File: src/rtl/arb48_pkg.sv
// arb48_pkg: shared types, constants and the above-pointer mask helper for the 48-way arbiter
package arb48_pkg;
  localparam int NREQ = 48;
  typedef logic [5:0] idx_t;
  typedef logic [47:0] reqv_t;
  localparam idx_t NONE = 6'd63;
  typedef enum logic {IDLE, GRANT} arb_state_e;
  function automatic reqv_t above_mask(input idx_t p);
    reqv_t m;
    for (int i = 0; i < NREQ; i++) m[i] = (i > int'(p));
    return m;
  endfunction
endpackage

File: src/rtl/flo48.sv
// flo48: find-lowest-one encoder over 48 bits, returns NONE (63) when empty
module flo48 import arb48_pkg::*; (
  input  logic [NREQ-1:0] vec,
  output idx_t            idx
);
  always_comb begin
    idx = NONE;
    for (int i = NREQ - 1; i >= 0; i--) if (vec[i]) idx = idx_t'(i);
  end
endmodule

File: src/rtl/rr_arbiter48.sv
// rr_arbiter48: 48-way round-robin arbiter with locked grants and a dead cycle between owners.
// Define ARB_TIMEOUT_EN to force release after MAX_HOLD grant cycles.
module rr_arbiter48 import arb48_pkg::*; #(
  parameter int MAX_HOLD = 1024
) (
  input  logic            clk,
  input  logic            rst_n,
  input  logic [NREQ-1:0] req_i,
  input  logic            rel_i,
  output logic            gnt_vld_o,
  output logic [5:0]      gnt_idx_o,
  output logic [NREQ-1:0] gnt_oh_o,
  output logic            timeout_o
);
  arb_state_e state;
  idx_t ptr, m_idx, r_idx, win;
  logic rel, to;
  flo48 u_flo_m (.vec(req_i & above_mask(ptr)), .idx(m_idx));
  flo48 u_flo_r (.vec(req_i), .idx(r_idx));
  assign win = (m_idx != NONE) ? m_idx : r_idx;
  assign rel = rel_i | ~req_i[gnt_idx_o];
`ifdef ARB_TIMEOUT_EN
  localparam int CW = $clog2(MAX_HOLD) + 1;
  logic [CW-1:0] cnt;
  always_ff @(posedge clk or negedge rst_n)
    if (!rst_n) cnt <= '0;
    else cnt <= (state == IDLE) ? '0 : cnt + 1'b1;
  // a normal release on the same cycle wins, so timeout only fires when rel is low
  assign to = (state == GRANT) && !rel && (cnt == CW'(MAX_HOLD - 1));
`else
  logic unused_max_hold;
  assign unused_max_hold = ^MAX_HOLD;
  assign to = 1'b0;
`endif
  always_ff @(posedge clk or negedge rst_n) begin
    if (!rst_n) begin
      state     <= IDLE;
      ptr       <= idx_t'(NREQ - 1);
      gnt_vld_o <= 1'b0;
      gnt_idx_o <= NONE;
      gnt_oh_o  <= '0;
      timeout_o <= 1'b0;
    end else begin
      timeout_o <= 1'b0;
      if (state == IDLE) begin
        if (win != NONE) begin
          state     <= GRANT;
          gnt_vld_o <= 1'b1;
          gnt_idx_o <= win;
          gnt_oh_o  <= reqv_t'(1) << win;
        end
      end else if (rel || to) begin
        state     <= IDLE;
        ptr       <= gnt_idx_o;
        gnt_vld_o <= 1'b0;
        gnt_idx_o <= NONE;
        gnt_oh_o  <= '0;
        timeout_o <= to;
      end
    end
  end
endmodule

File: config.mk
export PLATFORM = sky130hd
export DESIGN_NAME = rr_arbiter48
export DESIGN_NICKNAME = d
export VERILOG_FILES = /design/src/rtl/arb48_pkg.sv /design/src/rtl/flo48.sv /design/src/rtl/rr_arbiter48.sv
export SDC_FILE = /design/constraint.sdc
export NUM_CORES = 1
export LEC_CHECK = 0
export ABC_AREA = 1
export CORE_MARGIN = 2
export CORE_UTILIZATION = 52
export DETAILED_ROUTE_END_ITERATION = 12
export PLACE_DENSITY = 0.79
export SYNTH_ARGS = -nofsm -noshare
export SYNTH_HDL_FRONTEND = slang
export SYNTH_SLANG_ARGS = --single-unit
File: constraint.sdc
create_clock -name clk -period 4.6 [get_ports clk]
set_clock_uncertainty 0.15 [all_clocks]
set_input_delay 1.15 -clock clk [delete_from_list [all_inputs] [get_ports clk]]
set_output_delay 1.15 -clock clk [all_outputs]
set_load 0.01 [all_outputs]
* Word level (Yosys, flattened, before mapping)
Cells that the tools add are included.
** Cells by class
- Add/subtract/negate cells :: 0
- $mul :: 0
- Divide/modulo/power cells :: 0
- $lt $le $gt $ge :: 48
- Equal/unequal tests :: 3
- Shifts and indexed selects :: 1
- Muxes and demuxes :: 111
- Bitwise logic cells :: 3
- Reductions and logical operators :: 3
** Operator list (number)
- $mux W6 :: 68
- $mux W5 :: 32
- $mux W48 :: 3
- $gt A5 B6 Y1 const A :: 16
- $gt A6 B6 Y1 const A :: 16
- $and A48 B48 Y48 :: 1
- $gt A4 B6 Y1 const A :: 8
- $shl A1 B6 Y48 const A :: 1
- $gt A3 B6 Y1 const A :: 4
- $gt A2 B6 Y1 const A :: 2
- $ne A6 B6 Y1 const B :: 2
- $lt A6 B7 Y1 const B :: 1
- $mux W1 :: 7
- $bmux W1 S6 :: 1
- $gt A1 B6 Y1 const A :: 1
- $reduce_and A2 Y1 :: 2
- $ne A2 B1 Y1 const B :: 1
- $reduce_bool A2 Y1 :: 1
- $not A1 Y1 :: 1
- $or A1 B1 Y1 :: 1
** Word-level totals
- Bits in registers :: 62
- Bits in latches :: 0
- RAM bits :: 0
- Bits in read-only memories :: 0
- Bits of input ports :: 51
- Output and inout port bits :: 56
- Logic and storage cells :: 174
- Memories kept :: 0

* Logic depth before layout (Yosys ltp)
Gate-level depths: netlist of the first run.
- Depth after elaboration :: 55
- Depth in mapped cells :: 55
- Mapped depth without buffers :: 54

* Modules after synthesis
Synthesis of the first run repeated with hierarchy kept, for this count alone.
** Unflattened totals
- Cells, all modules :: 906
- Area, all modules :: 5425.2 sq um
** Modules (own cells, without submodules)
- rr_arbiter48 :: instances 1, cells each 586, area each 4053.9 sq um, seq. area each 1565.3 sq um
- flo48 :: instances 2, cells each 160, area each 685.7 sq um, seq. area each 0.0 sq um

* Worst setup path before layout of the first run
OpenSTA, ideal clock, no wires.
- Kind :: input -> register
- Start point :: in req_i[45]
- End point :: reg gnt_oh_o[43]
- Setup time :: 0.066 ns
- Arrival time :: 3.814 ns
- Data required time :: 4.384 ns
- Slack :: 0.570 ns
- Stages :: 48
- Cell sequence :: inv_1 a21oi_1 nor2_1 o21ai_0 a21oi_1 o21ai_0 nand2_1 nand2_1 nand2_1 nand2_1 nand2_1 nand2_1 nand2_1 nand2_1 nand2_1 nand2_1 nand2_1 nand2_1 [... 12 more ...] nand2_1 nand2_1 nand2_1 nand2_1 nand2_1 nand2_1 nand2_1 nand2_1 nand2_1 nand2_1 nand2_1 nand2_1 nand2_1 nand2_1 nand4_1 nor2_1 nand3_1 nand2_1
** Between the ends
- Cells in the longest elaborated chain, start to end :: 52
- Elaborated cells on any way between the ends :: 106
** RTL lines
- start, declared :: line rr_arbiter48.sv:8 : input logic [NREQ-1:0] req_i,
- $and A48 B48 Y48 :: line rr_arbiter48.sv:18 : flo48 u_flo_m (.vec(req_i & above_mask(ptr)), .idx(m_idx));
- $mux W5 (14 in series) :: line flo48.sv:8 : for (int i = NREQ - 1; i >= 0; i--) if (vec[i]) idx = idx_t'(i);
- $mux W6 (32 in series) :: line flo48.sv:8
- $ne A6 B6 Y1 :: line rr_arbiter48.sv:20 : assign win = (m_idx != NONE) ? m_idx : r_idx;
- $mux W6 :: line rr_arbiter48.sv:20
- $ne A6 B6 Y1 / $shl A1 B6 Y48 (equally long branches) :: line rr_arbiter48.sv:46, rr_arbiter48.sv:50
- $reduce_bool A2 Y1 (no line) / $mux W48 (equally long branches)
- $reduce_and A2 Y1 (no line) / $mux W48 (equally long branches)
- end signal, assigned :: line rr_arbiter48.sv:50 : gnt_oh_o <= reqv_t'(1) << win;
- end, declared :: line rr_arbiter48.sv:12 : output logic [NREQ-1:0] gnt_oh_o,
Several ways; a longest one is shown, not always the timed one. The select of a mux whose other input is x is not followed.
A chain may end at the register's enable or synchronous reset.

* Final worst setup path of the first run
- Start point :: in req_i[44]
- End point :: reg gnt_oh_o[15]
** Between the ends
- Cells in the longest elaborated chain, start to end :: 51
- Elaborated cells on any way between the ends :: 104
** RTL lines (line)
- $and A48 B48 Y48 :: rr_arbiter48.sv:18
- $mux W5 (13 in series) :: flo48.sv:8
- $mux W6 (32 in series) :: flo48.sv:8
- $ne A6 B6 Y1 :: rr_arbiter48.sv:20
- $mux W6 :: rr_arbiter48.sv:20
- $ne A6 B6 Y1 / $shl A1 B6 Y48 (equally long branches) :: rr_arbiter48.sv:46, rr_arbiter48.sv:50
- $reduce_bool A2 Y1 (no line) / $mux W48 (equally long branches)
- $reduce_and A2 Y1 (no line) / $mux W48 (equally long branches)
Several ways; a longest one is shown, not always the timed one. The select of a mux whose other input is x is not followed.

==> results of run 1 <==
[final timing paths]
| path | from | to | slack [ps] |
|---|---|---|---|
| max | req_i[44] | gnt_oh_o[15] | 160 |
| min | gnt_vld_o | gnt_vld_o | 330 |
| max reg2reg | ptr[5] | gnt_oh_o[15] | 200 |
| min reg2reg | gnt_vld_o | gnt_vld_o | 330 |
| max in group asynchronous | rst_n | gnt_oh_o[21] | 2680 |
| min in group asynchronous | rst_n | gnt_oh_o[18] | 790 |
[what timing repair did]
action,in CTS,in global routing
pin swaps,2,17
gates resized for setup,11,54
endpoints found under the setup margin,27,50
setup buffers,0,15
hold endpoints to repair,0,0
[registers in the layout, indices dropped and copies added, names as in the netlist]
register   count
gnt_oh_o      48
state          1
gnt_vld_o      1
ptr            6
gnt_idx_o      6
[worst max-delay path: cells and delay by family]
family	cells	cell delay (ps)
buffers and inverters	4	630
AO/OA/AOI/OAI	1	320
AND/OR/NAND/NOR	27	2480
[kinds of logic (layout without fill, tap and decap cells)]
logic type / Yosys count / count (layout) / share of synthesized area
and+or+nand+nor: 486 / 486 / 0.420
other: 1 / 1 / 0.000776
AOI/OAI and AO/OA: 125 / 125 / 0.145
buffers and inverters: 139 / 286 / 0.111
DFF: 62 / 62 / 0.324
[cell usage after synthesis, types with 2 or more instances]
cell	count
sky130_fd_sc_hd__a211oi_1	2
sky130_fd_sc_hd__a21oi_1	36
sky130_fd_sc_hd__a221oi_1	2
sky130_fd_sc_hd__a22oi_1	3
sky130_fd_sc_hd__a31oi_1	6
sky130_fd_sc_hd__buf_4	3
sky130_fd_sc_hd__clkbuf_1	19
sky130_fd_sc_hd__clkinv_1	2
sky130_fd_sc_hd__dfrtp_1	51
sky130_fd_sc_hd__dfstp_2	11
sky130_fd_sc_hd__inv_1	105
sky130_fd_sc_hd__inv_2	7
sky130_fd_sc_hd__nand2_1	295
sky130_fd_sc_hd__nand2_2	2
sky130_fd_sc_hd__nand2_4	2
sky130_fd_sc_hd__nand3_1	60
sky130_fd_sc_hd__nand3_2	4
sky130_fd_sc_hd__nand4_1	6
sky130_fd_sc_hd__nor2_1	88
sky130_fd_sc_hd__nor2_2	11
sky130_fd_sc_hd__nor3_1	11
sky130_fd_sc_hd__nor4_1	4
sky130_fd_sc_hd__o211ai_1	7
sky130_fd_sc_hd__o21ai_0	58
sky130_fd_sc_hd__o21ai_1	4
[metal layers]
| layer | vias to the layer above | global-route usage | routed length [microns] |
|---|---|---|---|
| li1 | 2872 | - | - |
| met5 | - | 0 | 0 |
| met2 | 338 | 0.613 | 8880 |
| met1 | 2786 | 0.449 | 7070 |
| met4 | 0 | 0.145 | 705 |
| met3 | 67 | 0.0599 | 1640 |
[layout make-up]
cell class                 count  area share
inverter                     114      0.0646
timing repair buffer         156       0.217
clock inverter                 7      0.0119
sequential                    62       0.234
tap                          111      0.0207
clock buffer                   9      0.0185
multi-input combinational    612       0.433
[where the power goes]
part / internal [mW] / switching [mW] / leakage (nW)
sequential: 0.742 / 0.208 / 0.819
clock: 0.258 / 0.253 / 0.102
combinational: 1.09 / 2.03 / 2.59
[stage by stage]
step                      power [mW]  instance area [sq um]  cells  setup TNS, ps
after floorplan                 2.58                   4830    813              0
after global placement          3.57                   6180   1040         -14670
after CTS                       4.18                   6420   1056           -134
after detailed placement        3.61                   6180   1040         -17550
after global routing            4.89                   6700   1071         -10340
final                           4.57                   6700   1071              0
==> parameters.txt, run 1 <==
Parameter                              Value

Run status
  Status ... completed

Finish
  Most frequent cells in the layout ... sky130_fd_sc_hd__nand2_1 (290), sky130_fd_sc_hd__inv_1 (102), sky130_fd_sc_hd__clkdlybuf4s50_1 (95)
  Utilization after layout ... 0.736
  Antenna Diode Count ... 0
  Leading cell type in the layout, fill and taps excluded ... sky130_fd_sc_hd__nand2_1
  Layout cell share with drive strength beyond 1 ... 0.148
  Final net count ... 1,006
  Area taken by multi-input logic gates ... 2900 sq um
  FF/Latch Area ... 1570 sq um
  Fill count ... 730
  Synthesis-to-layout area growth ... 38.8%

Placement
  HPWL after detailed placement ... 13,500 microns
  RD Place Congestion ... 0.974
  Port buffer count ... 105
  Pre-CTS setup slack ... -450 ps

Floorplan
  Floorplan Core Area ... 9110 sq um
  Total I/O pin count ... 107
  Full die area ... 10,100 sq um
  Initial core utilization ... 0.530
  Floorplan die width ... 100 microns
  FP Rows ... 35
  Height of the die ... 100 microns

Worst setup path
  Largest fanout of any net on the critical path ... 4
  Required time at the worst-slack endpoint ... 4750 ps
  Class of the most critical setup path ... in -> reg
  Critical path's largest stage delay ... 320 ps
  Setup crit start kind ... primary input
  Data arrival time of the worst path ... 4590 ps
  Depth of the worst register-to-register path ... 50
  Slowest CP cell ... sky130_fd_sc_hd__a221oi_2
  Most frequent cell on the critical path ... sky130_fd_sc_hd__nand2_1
  Worst Setup End Kind ... register

Drt
  Post-detailed-route count of antenna-violating nets ... 0
  Number of vias per cell ... 5.66
  Count of unresolved DRC violations after routing ... 0
  DRC marker count from the first detailed-route iteration ... 489
  Routed vias ... 6,063
  Avg WL per Cell ... 17.1 microns
  Routed wire length ... 18,300 microns
  Number of iterations in the first detailed-routing pass ... 5

Logic synthesis
  Count of flip-flops with a built-in enable after synthesis ... 0
  Largest area contributor in the netlist ... sky130_fd_sc_hd__dfrtp_1
  Cell types occupying the most area after synthesis ... sky130_fd_sc_hd__dfrtp_1 (26%), sky130_fd_sc_hd__nand2_1 (23%), sky130_fd_sc_hd__inv_1 (8.2%)
  Synth warnings ... 0
  Synthesized flop and latch total ... 62
  Async set-reset flop share out of synthesis ... 1.00
  Fraction of post-synthesis cell area in the top cell type by area ... 0.264
  Netlist area before placement ... 4830 sq um
  Syn avg cell area ... 5.94 sq um
  Part of the Yosys area used for sequential elements ... 0.324
  Top FF cell, synth ... sky130_fd_sc_hd__dfrtp_1
  Count of different cell masters after synthesis ... 39
  Syn_nets ... 864
  Number of instances in the synthesized netlist ... 813

Power and ir drop
  Static power due to leakage ... 3.51 nW
  Power per Cell Area ... 683 nW/um^2
  Maximum vdd ir drop ... 0.000571 V

STA
  Period minus WS final ... 4440 ps
  Count of final max-slew check failures ... 0
  Transition time of the tightest slew-check pin ... 957 ps
  Hold WS ... 335 ps
  Post-route fraction of the period consumed by the critical path ... 0.964
  Worst rel slew slack ... 0.362
  Slack of the critical path ... 165 ps
  Count of endpoints failing hold in the final timing report ... 0
  Peak clock frequency supported by timing ... 225 MHz
  Final setup vio count ... 0
  RSZ-0062 raised after global routing ... yes

Clocking
  Total clock buffers created by CTS ... 9
  Clock slew seen by the registers of the worst setup and hold paths ... 90 ps
  Cell at the root of the clock tree ... sky130_fd_sc_hd__clkbuf_8
  CTS H-tree lvls ... 3
  Hold_buf cts ... 0
  Sinks on Clock Net ... 62
  Clock latency at the later pin of the worst-skew pair ... 350 ps
  Clk buf depth ... 2
  Clock tree from TritonCTS ... done

Worst hold path
  Worst hold path depth ... 2
  Type of the most critical hold path ... reg -> reg

GRT
  Total global routing track utilization ... 0.358
  Number of global-route vias before repair ... 5,755
  Maximum number of pins on one net before global-route repair ... 44
  Total global routing overflow ... 0
  Wire length of the first global-routing pass ... 28,200 microns
  Initial antenna violation count ... 0

Flow run
  Max-Cap Viols ... 0
(Power assumes the default switching activity.)
==> inputs of run 2 (changes only) <==
--- a/config.mk
+++ b/config.mk
@@ -8,6 +8,7 @@
 export ABC_AREA = 1
 export CORE_MARGIN = 2
 export CORE_UTILIZATION = 52
+export CTS_CLUSTER_DIAMETER = 100
 export DETAILED_ROUTE_END_ITERATION = 12
 export PLACE_DENSITY = 0.79
 export SYNTH_ARGS = -nofsm -noshare
==> results of run 2 <==
The final DEF is identical to that of run 1; final timing and power are the same.
==> inputs of run 3 (changes only) <==
--- a/config.mk
+++ b/config.mk
@@ -5,9 +5,8 @@
 export SDC_FILE = /design/constraint.sdc
 export NUM_CORES = 1
 export LEC_CHECK = 0
-export ABC_AREA = 1
 export CORE_MARGIN = 2
-export CORE_UTILIZATION = 52
+export CORE_UTILIZATION = 53
 export CTS_CLUSTER_DIAMETER = 100
 export DETAILED_ROUTE_END_ITERATION = 12
 export PLACE_DENSITY = 0.79
==> parameters.txt, run 3 <==
Parameter                              Value

Run status
  Status ... completed

Finish
  Most frequent cells in the layout ... sky130_fd_sc_hd__clkdlybuf4s50_1 (104), sky130_fd_sc_hd__nand2_1 (63), sky130_fd_sc_hd__dfrtp_1 (51)
  Register name with the most flops ... gnt_oh_o
  Fill count ... 750 (+2.7%)
  Final cell count without fillers ... 846 (-21%)
  Area taken by multi-input logic gates ... 3200 sq um (+10%)
  FF/Latch Area ... 1570 sq um (-0.24%)
  Final net count ... 763 (-24%)
  Largest register FFs ... 48 (unchanged)
  Antenna Diode Count ... 0 (unchanged)
  Layout cell share with drive strength beyond 1 ... 0.151 (+0.00271)
  Leading cell type in the layout, fill and taps excluded ... sky130_fd_sc_hd__clkdlybuf4s50_1
  Regs by FF count ... gnt_oh_o: 48 flops, gnt_idx_o: 6 flops, ptr: 6 flops
  Synthesis-to-layout area growth ... 28.2%

Drt
  Routed wire length ... 18,800 microns (+2.9%)
  Number of iterations in the first detailed-routing pass ... 9 (+4)
  Count of unresolved DRC violations after routing ... 0 (unchanged)
  Post-detailed-route count of antenna-violating nets ... 0 (unchanged)
  Number of vias per cell ... 6.79 (+20%)
  DRC marker count from the first detailed-route iteration ... 637 (+30%)
  Routed vias ... 5,746 (-5.2%)
  Avg WL per Cell ... 22.2 microns (+30%)

Logic synthesis
  Number of instances in the synthesized netlist ... 607 (-25%)
  Part of the Yosys area used for sequential elements ... 0.306 (-0.0184)
  Top-count cell post-synth ... sky130_fd_sc_hd__nand2_1
  Cell types occupying the most area after synthesis ... sky130_fd_sc_hd__dfrtp_1 (25%), sky130_fd_sc_hd__mux4_2 (6.6%), sky130_fd_sc_hd__a22o_1 (5.8%)
  Count of flip-flops with a built-in enable after synthesis ... 0 (unchanged)
  Syn avg cell area ... 8.44 sq um (+42%)
  Fraction of post-synthesis cell area in the top cell type by area ... 0.249 (-0.0150)
  Synthesized flop and latch total ... 62 (unchanged)
  Syn_nets ... 658 (-24%)
  Synth warnings ... 0 (unchanged)
  Count of different cell masters after synthesis ... 75 (+92%)
  Netlist area before placement ... 5120 sq um (+6.0%)
  Async set-reset flop share out of synthesis ... 1.00 (unchanged)
  Leading post-synthesis cells by instance count ... sky130_fd_sc_hd__nand2_1 (63), sky130_fd_sc_hd__dfrtp_1 (51), sky130_fd_sc_hd__nor2_1 (41), sky130_fd_sc_hd__a21oi_1 (35)
  Top FF cell, synth ... sky130_fd_sc_hd__dfrtp_1
  Largest area contributor in the netlist ... sky130_fd_sc_hd__dfrtp_1

Worst hold path
  Hold Path Sink ... gnt_oh_o[43]
  Worst hold path depth ... 2 (unchanged)
  Type of the most critical hold path ... reg -> reg
  Startpoint of the most critical hold path ... gnt_oh_o[43]

Worst setup path
  Critical path origin ... req_i[37]
  FF-to-FF End ... gnt_oh_o[46]
  Reg2reg setup slack ... 600 ps (+400 ps)
  Class of the most critical setup path ... in -> reg
  Depth of the worst register-to-register path ... 10 (-80%)
  Setup crit start kind ... primary input
  Largest fanout of any net on the critical path ... 10 (+6)
  Startpoint of the most critical register-to-register path ... ptr[3]
  Worst Setup End Kind ... register
  Data arrival time of the worst path ... 4390 ps (-200 ps)
  Required time at the worst-slack endpoint ... 4710 ps (-40 ps)

Clocking
  Post-CTS Setup Repair Bufs ... 0 (unchanged)
  Resize count post-CTS ... 0 (-11)
  Hold_buf cts ... 0 (unchanged)
  Sinks on Clock Net ... 62 (unchanged)
  Clk buf depth ... 2 (unchanged)
  Clock slew seen by the registers of the worst setup and hold paths ... 90 ps (about the same)
  Clock tree from TritonCTS ... done
  Clock latency at the later pin of the worst-skew pair ... 360 ps (about the same)
  Cell at the root of the clock tree ... sky130_fd_sc_hd__clkbuf_8
  CTS H-tree lvls ... 3 (unchanged)
  Total clock buffers created by CTS ... 9 (unchanged)

Floorplan
  Height of the die ... 102 microns (+1.9%)
  Full die area ... 10,500 sq um (+3.9%)
  Total I/O pin count ... 107 (unchanged)
  Floorplan Core Area ... 9330 sq um (+2.4%)
  Floorplan die width ... 102 microns (+1.9%)
  Initial core utilization ... 0.549 (+0.0188)
  FP Rows ... 35 (unchanged)

GRT
  Total global routing track utilization ... 0.371 (+0.0133)
  Initial antenna violation count ... 0 (unchanged)
  Total global routing overflow ... 0 (unchanged)
  Maximum number of pins on one net before global-route repair ... 51 (+16%)
  Number of global-route vias before repair ... 5,548 (-3.6%)
  Wire length of the first global-routing pass ... 29,600 microns (+5.0%)

STA
  Final setup vio count ... 0 (unchanged)
  Count of final max-slew check failures ... 0 (unchanged)
  Setup TNS Final ... 0 ps (unchanged)
  Period minus WS final ... 4280 ps (-154 ps)
  RSZ-0062 raised after global routing ... no
  Worst rel slew slack ... 0.438 (+0.0754)
  Post-route fraction of the period consumed by the critical path ... 0.931 (-0.0336)
  Peak clock frequency supported by timing ... 234 MHz (+3.6%)
  Transition time of the tightest slew-check pin ... 839 ps (-118 ps)
  Count of endpoints failing hold in the final timing report ... 0 (unchanged)

Power and ir drop
  Static power due to leakage ... 2.61 nW (-25%)
  Relative contribution of sequential cells to total power ... 0.236 (+0.028)
  Design internal power ... 2.19 mW (+5.1%)
  Switch Pwr ... 2.20 mW (-12%)
  Maximum vdd ir drop ... 0.000323 V (-43%)
  Power per Cell Area ... 669 nW/um^2 (-2.0%)
  Relative contribution of combinational cells to total power ... 0.623 (-0.057)
  Relative contribution of the clock network to total power ... 0.140 (+0.028)
  Switching share of power ... 0.501 (-0.0429)

Placement
  Placed cell count ... 830 (-20%)
  HPWL after detailed placement ... 14,400 microns (+6.6%)
  RD Place Congestion ... 1.02 (+4.8%)
  Port buffer count ... 105 (unchanged)

Flow run
  Max-Cap Viols ... 0 (unchanged)
[run 3: through the flow]
stage               setup slack, ps  power, mW  hold slack, ps   util  instance area (sq um)
floorplan                       905       2.75             342      -                   5120
global placement                134       3.60             310  0.677                   6310
finish                          319       4.39             351  0.704                   6570
detailed placement             24.6       3.67             325  0.677                   6310
CTS                             382       4.30             349  0.704                   6570
global route                   77.0       4.64             384  0.704                   6570
[run 3: power by group through the flow]
stage	Clock (mW)	Combinational [mW]	Sequential [mW]
after floorplan	0	1.89	0.859
after global placement	0	2.58	1.02
after detailed placement	0	2.64	1.03
after CTS	0.618	2.65	1.02
after global routing	0.643	2.94	1.06
final	0.617	2.74	1.04
[run 3: worst max-delay path, cell delays in order]
cell,delay [ps]
sky130_fd_sc_hd__clkdlybuf4s50_1,520
sky130_fd_sc_hd__or2_2,350
sky130_fd_sc_hd__a32o_1,260
sky130_fd_sc_hd__nor3b_1,270
sky130_fd_sc_hd__and3_1,390
sky130_fd_sc_hd__o21ai_0,140
sky130_fd_sc_hd__o211ai_1,660
sky130_fd_sc_hd__buf_4,260
sky130_fd_sc_hd__nand3_1,150
sky130_fd_sc_hd__o21ai_0,230
[run 3: layer usage]
layer / part of all wire / vias to the layer above / track usage
met2: 0.43 / 443 / 0.542
met5: 0 / - / 0
met3: 0.14 / 72 / 0.124
met4: 0.036 / 0 / 0.137
met1: 0.40 / 2681 / 0.513
li1: - / 2550 / -
[run 3: how the worst max path moves through the flow]
stage,endpoint,slack (ps)
2_1_floorplan,gnt_oh_o[46],900
3_3_place_gp,gnt_oh_o[37],130
3_5_place_dp,gnt_oh_o[42],20
4_1_cts,gnt_oh_o[42],380
5_1_grt,gnt_oh_o[30],80
6_report,gnt_oh_o[42],320
[run 3: kinds of logic after synthesis]
group,Yosys count,share of synthesized area
other cells,1,0.000732
simple gates,226,0.229
flops,62,0.306
mux,17,0.0704
buf+inv,67,0.0689
compound gates,234,0.326
[run 3: final cells by class]
class | instances | area share
multi-input combinational | 478 | 0.488
sequential | 62 | 0.238
timing repair buffer | 139 | 0.198
tap | 129 | 0.0246
clock inverter | 7 | 0.0194
clock buffer | 9 | 0.0189
inverter | 22 | 0.0126
